[src/rtl/global_pkg.sv]
// Datapath-wide element types shared by the FIFO, the MAC stage and the result path.
package global_pkg;
    localparam int DATA_W = 8;

    typedef logic [DATA_W-1:0] data_t;
    typedef logic [3:0]        nibble_t;
endpackage

[src/rtl/mac_pkg.sv]
// Types and constants for the matrix-row multiply-accumulate stage.
package mac_pkg;
    import global_pkg::*;

    localparam int MAX_N = 8;
    localparam int ACC_W = 2 * DATA_W + 3;

    typedef logic [ACC_W-1:0] acc_t;
    typedef logic [2:0]       idx_t;

    typedef enum logic [2:0] {
        IDLE,
        WAIT_RDY,
        POP,
        DRAIN,
        EMIT,
        DONE
    } state_t;
endpackage

[src/rtl/mac_unit.sv]
// Registered unsigned multiply-accumulate; clr restarts the sum with the current product.
module mac_unit
    import global_pkg::*;
    import mac_pkg::*;
(
    input  logic  clk,
    input  logic  rst,
    input  logic  clr,
    input  logic  en,
    input  data_t a,
    input  data_t b,
    output acc_t  acc
);

    logic [2*DATA_W-1:0] prod;
    acc_t                prod_ext;

    assign prod     = a * b;
    assign prod_ext = acc_t'(prod);

    always_ff @(posedge clk or negedge rst) begin
        if (!rst) begin
            acc <= '0;
        end else if (en) begin
            acc <= clr ? prod_ext : acc + prod_ext;
        end
    end

endmodule

[src/rtl/matrix_row_mac.sv]
// Pops a buffered NxN matrix row by row and emits each row's dot product with the local vector.
//   state    | meaning
//   IDLE     | vector writable, waiting for start
//   WAIT_RDY | waiting for the FIFO to hold a full matrix
//   POP      | popping the current row (stalls while the FIFO is empty)
//   DRAIN    | last data beat of the row lands in the accumulator
//   EMIT     | result presented, held until acknowledged
//   DONE     | one-cycle done pulse
module matrix_row_mac
    import global_pkg::*;
    import mac_pkg::*;
(
    input  logic    clk,
    input  logic    rst,
    input  logic    vec_wr,
    input  idx_t    vec_idx,
    input  data_t   vec_data,
    input  nibble_t N,
    input  logic    start,
    input  logic    fifo_ready,
    input  logic    fifo_empty,
    input  data_t   fifo_data,
    output logic    fifo_pop,
    output acc_t    result,
    output logic    result_valid,
    input  logic    result_ack,
    output idx_t    row_idx,
    output logic    busy,
    output logic    done,
    output logic    err
);

    state_t  state, state_nxt;
    nibble_t n_reg;
    nibble_t col;
    idx_t    row;
    idx_t    col_d;
    logic    pop_d;
    logic    first_d;
    data_t   vec [MAX_N];
    acc_t    acc;
    logic    n_ok;
    logic    last_row;

    assign n_ok     = (N != 4'd0) && (N <= 4'(MAX_N));
    assign last_row = ({1'b0, row} == n_reg - 4'd1);
    assign busy     = (state != IDLE);
    assign done     = (state == DONE);

    always_comb begin
        state_nxt = state;
        fifo_pop  = 1'b0;
        case (state)
            IDLE:     if (start && n_ok) state_nxt = WAIT_RDY;
            WAIT_RDY: if (fifo_ready) state_nxt = POP;
            POP: begin
                if (!fifo_empty) begin
                    fifo_pop = 1'b1;
                    if (col == n_reg - 4'd1) state_nxt = DRAIN;
                end
            end
            DRAIN:    state_nxt = EMIT;
            EMIT:     if (result_valid && result_ack) state_nxt = last_row ? DONE : POP;
            DONE:     state_nxt = IDLE;
            default:  state_nxt = IDLE;
        endcase
    end

    always_ff @(posedge clk or negedge rst) begin
        if (!rst) begin
            state        <= IDLE;
            n_reg        <= '0;
            col          <= '0;
            row          <= '0;
            col_d        <= '0;
            pop_d        <= 1'b0;
            first_d      <= 1'b0;
            result       <= '0;
            result_valid <= 1'b0;
            row_idx      <= '0;
            err          <= 1'b0;
            for (int i = 0; i < MAX_N; i++) vec[i] <= '0;
        end else begin
            state   <= state_nxt;
            err     <= 1'b0;
            // Pop-side context travels one cycle to meet the returning FIFO data.
            pop_d   <= fifo_pop;
            first_d <= fifo_pop && (col == 4'd0);
            col_d   <= col[2:0];
            case (state)
                IDLE: begin
                    if (vec_wr) vec[vec_idx] <= vec_data;
                    if (start) begin
                        if (n_ok) begin
                            n_reg <= N;
                            row   <= '0;
                            col   <= '0;
                        end else begin
                            err <= 1'b1;
                        end
                    end
                end
                POP: begin
                    if (fifo_pop) col <= col + 4'd1;
                end
                EMIT: begin
                    if (!result_valid) begin
                        result       <= acc;
                        row_idx      <= row;
                        result_valid <= 1'b1;
                    end else if (result_ack) begin
                        result_valid <= 1'b0;
                        col          <= '0;
                        if (!last_row) row <= row + 3'd1;
                    end
                end
                default: ;
            endcase
        end
    end

    mac_unit u_mac (
        .clk (clk),
        .rst (rst),
        .clr (first_d),
        .en  (pop_d),
        .a   (fifo_data),
        .b   (vec[col_d]),
        .acc (acc)
    );

endmodule

[config.mk]
export PLATFORM = sky130hd
export DESIGN_NAME = matrix_row_mac
export DESIGN_NICKNAME = d
export VERILOG_FILES = /design/src/rtl/global_pkg.sv /design/src/rtl/mac_pkg.sv /design/src/rtl/mac_unit.sv /design/src/rtl/matrix_row_mac.sv
export SDC_FILE = /design/constraint.sdc
export NUM_CORES = 1
export LEC_CHECK = 0
export CAP_MARGIN = 20
export CELL_PAD_IN_SITES_DETAIL_PLACEMENT = 1
export CELL_PAD_IN_SITES_GLOBAL_PLACEMENT = 2
export CORE_ASPECT_RATIO = 1.2
export CORE_MARGIN = 5
export CORE_UTILIZATION = 41
export CTS_CLUSTER_DIAMETER = 60
export DETAILED_ROUTE_END_ITERATION = 10
export GPL_TIMING_DRIVEN = 0
export PLACE_DENSITY_LB_ADDON = 0.05
export SYNTH_ARGS = -nofsm -noshare
export SYNTH_HDL_FRONTEND = slang
export SYNTH_HIERARCHICAL = 1
export SYNTH_SLANG_ARGS = --single-unit
[constraint.sdc]
create_clock -name clk -period 8.02 [get_ports clk]
set_input_delay 1.604 -clock clk [delete_from_list [all_inputs] [get_ports clk]]
set_output_delay 1.604 -clock clk [all_outputs]
set_load 0.03 [all_outputs]
# == Yosys cells after proc, flatten, opt, wreduce, memory -nomap -nowiden ==
# Cells that the tools add are included.
# totals
register_bits,126
in_bits,30
out_inout_bits,27
wordCells,100
# op_classes
add_sub_neg,4
mul,1
order_cmp,4
n_eq_ne,18
muxes,33
bitwise,3
n_reduce_logical,17
# ops
operator,n
64-bit bitwise mux,1
3-bit 2-to-1 mux,11
8-bit binary-select mux with 3-bit select,1
8-bit demux with 3-bit select,1
8-bit 2-to-1 mux,3
"2-bit != test, second input constant",11
4-bit 2-to-1 mux,5
19-bit by 16-bit adder with 19-bit output,1
19-bit 2-to-1 mux,1
8-bit by 8-bit multiplier with 16-bit output,1
3-bit case mux with 5 select lines,1
4-bit case mux with 3 select lines,1
6-bit AND reduction,2
"4-bit greater-or-equal comparator, second input constant",2
3-bit NOT with 4-bit output,2
1-bit 2-to-1 mux,7
"3-bit by 2-bit equality test with 1-bit output, second input constant",2
"3-bit equality test, second input constant",2
3-bit case mux with 2 select lines,1
3-bit nonzero test,2
1-bit logical AND,5
5-bit AND reduction,1
"4-bit by 1-bit adder with 4-bit output, second input constant",1
3-bit by 4-bit equality test with 1-bit output,1
other kinds (13),14

# == Longest topological paths before layout ==
# logic_depth
depth_word,7
depth_mapped,27
ltp_nobuf,25

# == Cells and area by module ==
# Netlist, hierarchy kept.
# by_module_without_submodules
mod,instances,cells_per_inst,area_per_inst_um2,seq_area_each_um2
matrix_row_mac,1,334,4964.8,2677.6
mac_unit,1,427,3714.8,475.5

# == Worst setup path before layout ==
# Ideal clock, no wire load.
# synth_path
kind,reg-to-reg
from,register col_d[0]
to,register u_mac.acc[13]
arrival_time_ns,6.755
t_required_ns,7.938
slack_ns,1.183
path_stages_with_launch,27
path_buffers,2
period_less_slack_ns,6.837
cell_sequence,dfrtp_1 > buf_2 > buf_2 > mux4_2 > mux2_2 > nand2_1 > fa_1 > fa_1 > inv_1 > fa_1 > inv_1 > fa_1 > inv_1 > ha_1 > and2_1 > a311oi_2 > o21bai_1 > a21o_1 > xor2_1 > ha_1 > nand4_1 > a2111oi_2 > o21ai_2 > a21boi_1 > nor3_1 > or3b_1 > a31oi_1
# synth_via
elab_chain_cells,7
# synth_rtl
item,line_no,rtl
"start, declared",matrix_row_mac.sv:37,idx_t col_d;
"start signal, assigned",matrix_row_mac.sv:89,col_d <= col[2:0];
3-bit NOT with 4-bit output (implied by the code) *,matrix_row_mac.sv:128,".b (vec[col_d]),"
8-bit binary-select mux with 3-bit select *,matrix_row_mac.sv:128,
8-bit 2-to-1 mux (implied by the code) * (2 in series),matrix_row_mac.sv:128,
8-bit by 8-bit multiplier with 16-bit output *,mac_unit.sv:18,assign prod = a * b;
19-bit by 16-bit adder with 19-bit output,mac_unit.sv:25,acc <= clr ? prod_ext : acc + prod_ext;
19-bit 2-to-1 mux *,mac_unit.sv:25,
"end signal, assigned",mac_unit.sv:25,
"end, declared",mac_unit.sv:12,output acc_t acc
# Mark *: on every way between the ends. The rest lies on a longest branch, timed or not. The select of a mux whose other input is x is not followed.
# A chain may end at the register's enable or synchronous reset.

# == Worst setup path in the final report ==
# layout_path
from,register col_d[1]
to,register u_mac.acc[17]
# layout_via
elab_chain_cells,7
# layout_rtl
item,line_no
3-bit NOT with 4-bit output (implied by the code),matrix_row_mac.sv:128
8-bit binary-select mux with 3-bit select,matrix_row_mac.sv:128
8-bit 2-to-1 mux (implied by the code) (2 in series),matrix_row_mac.sv:128
8-bit by 8-bit multiplier with 16-bit output,mac_unit.sv:18
19-bit by 16-bit adder with 19-bit output,mac_unit.sv:25
19-bit 2-to-1 mux,mac_unit.sv:25
# Every way passes these cells. The select of a mux whose other input is x is not followed.

==> results.sh <==
export IMPL_arrival_ns=7.88
export IMPL_cp_endpoint="u_mac/acc[17]"
export IMPL_clk_pin_slew_worst_paths_ns=0.06
export IMPL_clk_path_buf_depth=2
export IMPL_dpl_hpwl_um=15900
export IMPL_cts_sinks=126
export IMPL_max_slew_worst_pin_slew_ns=0.857
export IMPL_tns_ns=0
export IMPL_final_area_um2=10200
export IMPL_postCtsSetupBuffers=0
export IMPL_cp_max_fo=10
export IMPL_r2r_end="u_mac/acc[17]"
export IMPL_post_route_util_pct=48.6
export IMPL_end_kind="flip-flop"
export IMPL_post_drt_wl_per_cell_um=18.5
export IMPL_drv_cap=0
export IMPL_numPortBuffers=54
export IMPL_fmax_mhz=132
export IMPL_cts_tree="yes"
export IMPL_grt_use_total_pct=18.1
export IMPL_ys_ff_latch=126
export IMPL_dieArea_um2=24200
export IMPL_yosys_warnings=6
export IMPL_h_tree_depth=4
export IMPL_grt_pass1_vias=6804
export IMPL_wirelength_um=20700
export IMPL_n_antenna_cell=0
export IMPL_synth_ff_type="dfrtp_1"
export IMPL_vias=6064
export IMPL_grt_max_degree=103
export IMPL_start_util_pct=41.5
export IMPL_yosysUniqueCellTypes=70
export IMPL_die_y_um=169
export IMPL_cp_start_kind="flip-flop"
export IMPL_grt_antenna_before_repair=0
export IMPL_die_w_um=143
export IMPL_multi_input_area_um2=5200
export IMPL_fin_crit_ns=7.59
export IMPL_syn_area_per_cell_um2=11.4
export IMPL_outcome="complete, no violations"
export IMPL_drc=0
export IMPL_syn_inst=761
export IMPL_ys_seq_area_share_pct=36.3
export IMPL_fin_hold_ws_ns=0.490
export IMPL_first_iter_violations=179
export IMPL_synth_edf_count=0
export IMPL_drive_above_1_share_pct=20.5
export IMPL_hold_class="flip-flop to flip-flop"
export IMPL_placed_cell_area_um2=9590
export IMPL_viasPerCell=5.42
export IMPL_critical_path_class="flip-flop to flip-flop"
export IMPL_synth_top_area_cell="dfrtp_1"
export IMPL_skew_ns=0.0110
export IMPL_reg_top3="vec (64), result (19), u_mac/acc (19)"
export IMPL_worstPathRequired_ns=8.31
export IMPL_post_synth_top_count_cell="dfrtp_1"
export IMPL_layout_area_seq_um2=3150
export IMPL_ctsRootBufferMaster="clkbuf_16"
export IMPL_synth_fp_nets=886
export IMPL_r2r_start="col_d[1]"
export IMPL_synth_top_area_share_pct=36.3
export IMPL_core_region_area_um2=20900
export IMPL_synth_area_leaders="dfrtp_1 36%, mux2_2 12%, fa_1 8.5%"
export IMPL_crit_path_start="col_d[1]"
export IMPL_worstSkewPairLatency_ns=0.42
export IMPL_finalHoldViolations=0
export IMPL_ant_nets=0
export IMPL_fillers=2251
export IMPL_place_gp_congestion=0.803
export IMPL_reg2reg_depth=26
export IMPL_ios=57
export IMPL_top_register="vec"
export IMPL_r2r_setup_slack_ns=0.43
export IMPL_grt_pass1_wl_um=34700
export IMPL_largest_register_ffs=64
export IMPL_slew_viol_final=0
export IMPL_rsz0062_at_grt="no"
export IMPL_cts_inserted_buffers=17
export IMPL_synth_area_um2=8680
export IMPL_area_growth_pct=17.1
export IMPL_num_rows=58
export IMPL_max_slew_margin_rel_pct=42.4
export IMPL_grt_overflow=0
export IMPL_synth_async_sr_flop_share_pct=100
export IMPL_synthTopCellsByCount="126 x dfrtp_1, 95 x mux2_2, 59 x inv_1, 58 x ha_1, 57 x and2_1"
export IMPL_final_net_count=960
export IMPL_dr_pass1_iters=4
export IMPL_setup_violations=0
export IMPL_fin_crit_sh_pct=94.7
-- layer usage --
layer | global-route usage, % | vias up | wire length (um)
met3 | 3.55 | 26 | 527
met2 | 32.7 | 64 | 11100
met5 | 0 | - | 0
li1 | - | 2840 | -
met1 | 21.7 | 3134 | 8730
met4 | 5.13 | 0 | 351
-- through the flow --
step,setup WS [ns],cells
after detailed placement,-0.0141,1086
final,0.428,1118
after global placement,0.0797,1085
after floorplan,1.18,761
after global routing,0.0217,1118
after CTS,0.131,1118
-- critical path: stages, from the launching register on --
cell	delay, ns
dfrtp_1	0.32
buf_1	0.42
clkbuf_2	0.40
mux4_2	0.35
mux2_2	0.39
nand2_1	0.13
fa_1	0.45
fa_1	0.56
inv_1	0.07
fa_1	0.53
inv_1	0.05
fa_1	0.53
inv_1	0.04
ha_1	0.37
and2_1	0.20
a311oi_2	0.29
o21bai_1	0.11
a21o_1	0.26
xor2_1	0.17
ha_1	0.38
nand4_1	0.22
a2111oi_2	0.38
o21ai_2	0.12
a31oi_1	0.22
a31o_1	0.22
mux2i_1	0.18
o2bb2ai_1	0.08
-- placed cells by master (no fill, tap or decap), types with 5 or more instances in the layout --
| master | n |
|---|---|
| mux2_1 | 7 |
| fa_1 | 37 |
| a21o_1 | 9 |
| a21oi_1 | 32 |
| clkbuf_16 | 17 |
| nand2b_1 | 6 |
| xnor2_1 | 18 |
| mux2_2 | 95 |
| a211oi_1 | 7 |
| o21a_1 | 6 |
| clkdlybuf4s50_1 | 53 |
| ha_1 | 58 |
| inv_1 | 59 |
| a31oi_1 | 5 |
| and2_1 | 57 |
| nor2_1 | 38 |
| dfrtp_1 | 126 |
| clkbuf_1 | 12 |
| nand2_1 | 39 |
| mux2i_1 | 6 |
| nand3_1 | 5 |
| xor2_1 | 12 |
| mux4_2 | 16 |
| o31ai_1 | 5 |
| nor3_1 | 11 |
| o211ai_1 | 6 |
| o21ai_0 | 19 |
-- repair_timing --
action | in CTS | in global routing
hold buffers | 0 | 0
setup endpoints to repair | 0 | 3
resized for setup | 0 | 3
-- worst min-delay path by stage --
| stage | startpoint | to | slack [ns] | cells past startpoint |
|---|---|---|---|---|
| after global placement | vec[6] | vec[6] | 0.47 | 1 |
| after floorplan | col[2] | col_d[2] | 0.45 | 0 |
| after detailed placement | result[16] | result[16] | 0.48 | 1 |
| final | result[16] | result[16] | 0.49 | 1 |
| after global routing | result[16] | result[16] | 0.50 | 1 |
| after CTS | result[16] | result[16] | 0.49 | 1 |
-- final cells by class --
cell class	instances	share of cell area [%]
Multi-Input combinational cell	555	51.1
Sequential cell	126	31.0
Timing Repair Buffer	55	5.60
Clock buffer	19	4.26
Tap cell	270	3.32
Inverter	59	2.18
Clock inverter	13	1.39
Buffer	21	1.11
-- kinds of logic (layout without fill, tap and decap cells) --
kind of cell    count (synthesis)  after routing  share of synthesized area (%)
fa+ha+maj                      95             95                           16.9
compound gates                118            118                           9.20
buf+inv                        80            167                           3.81
mux                           124            124                           18.1
flops                         126            126                           36.3
xor+xnor                       30             30                           3.03
simple gates                  188            188                           12.7
Power is left out: the tool's default activity adds up to more than one toggle a clock period on the data nets, which glitch-free logic cannot reach.
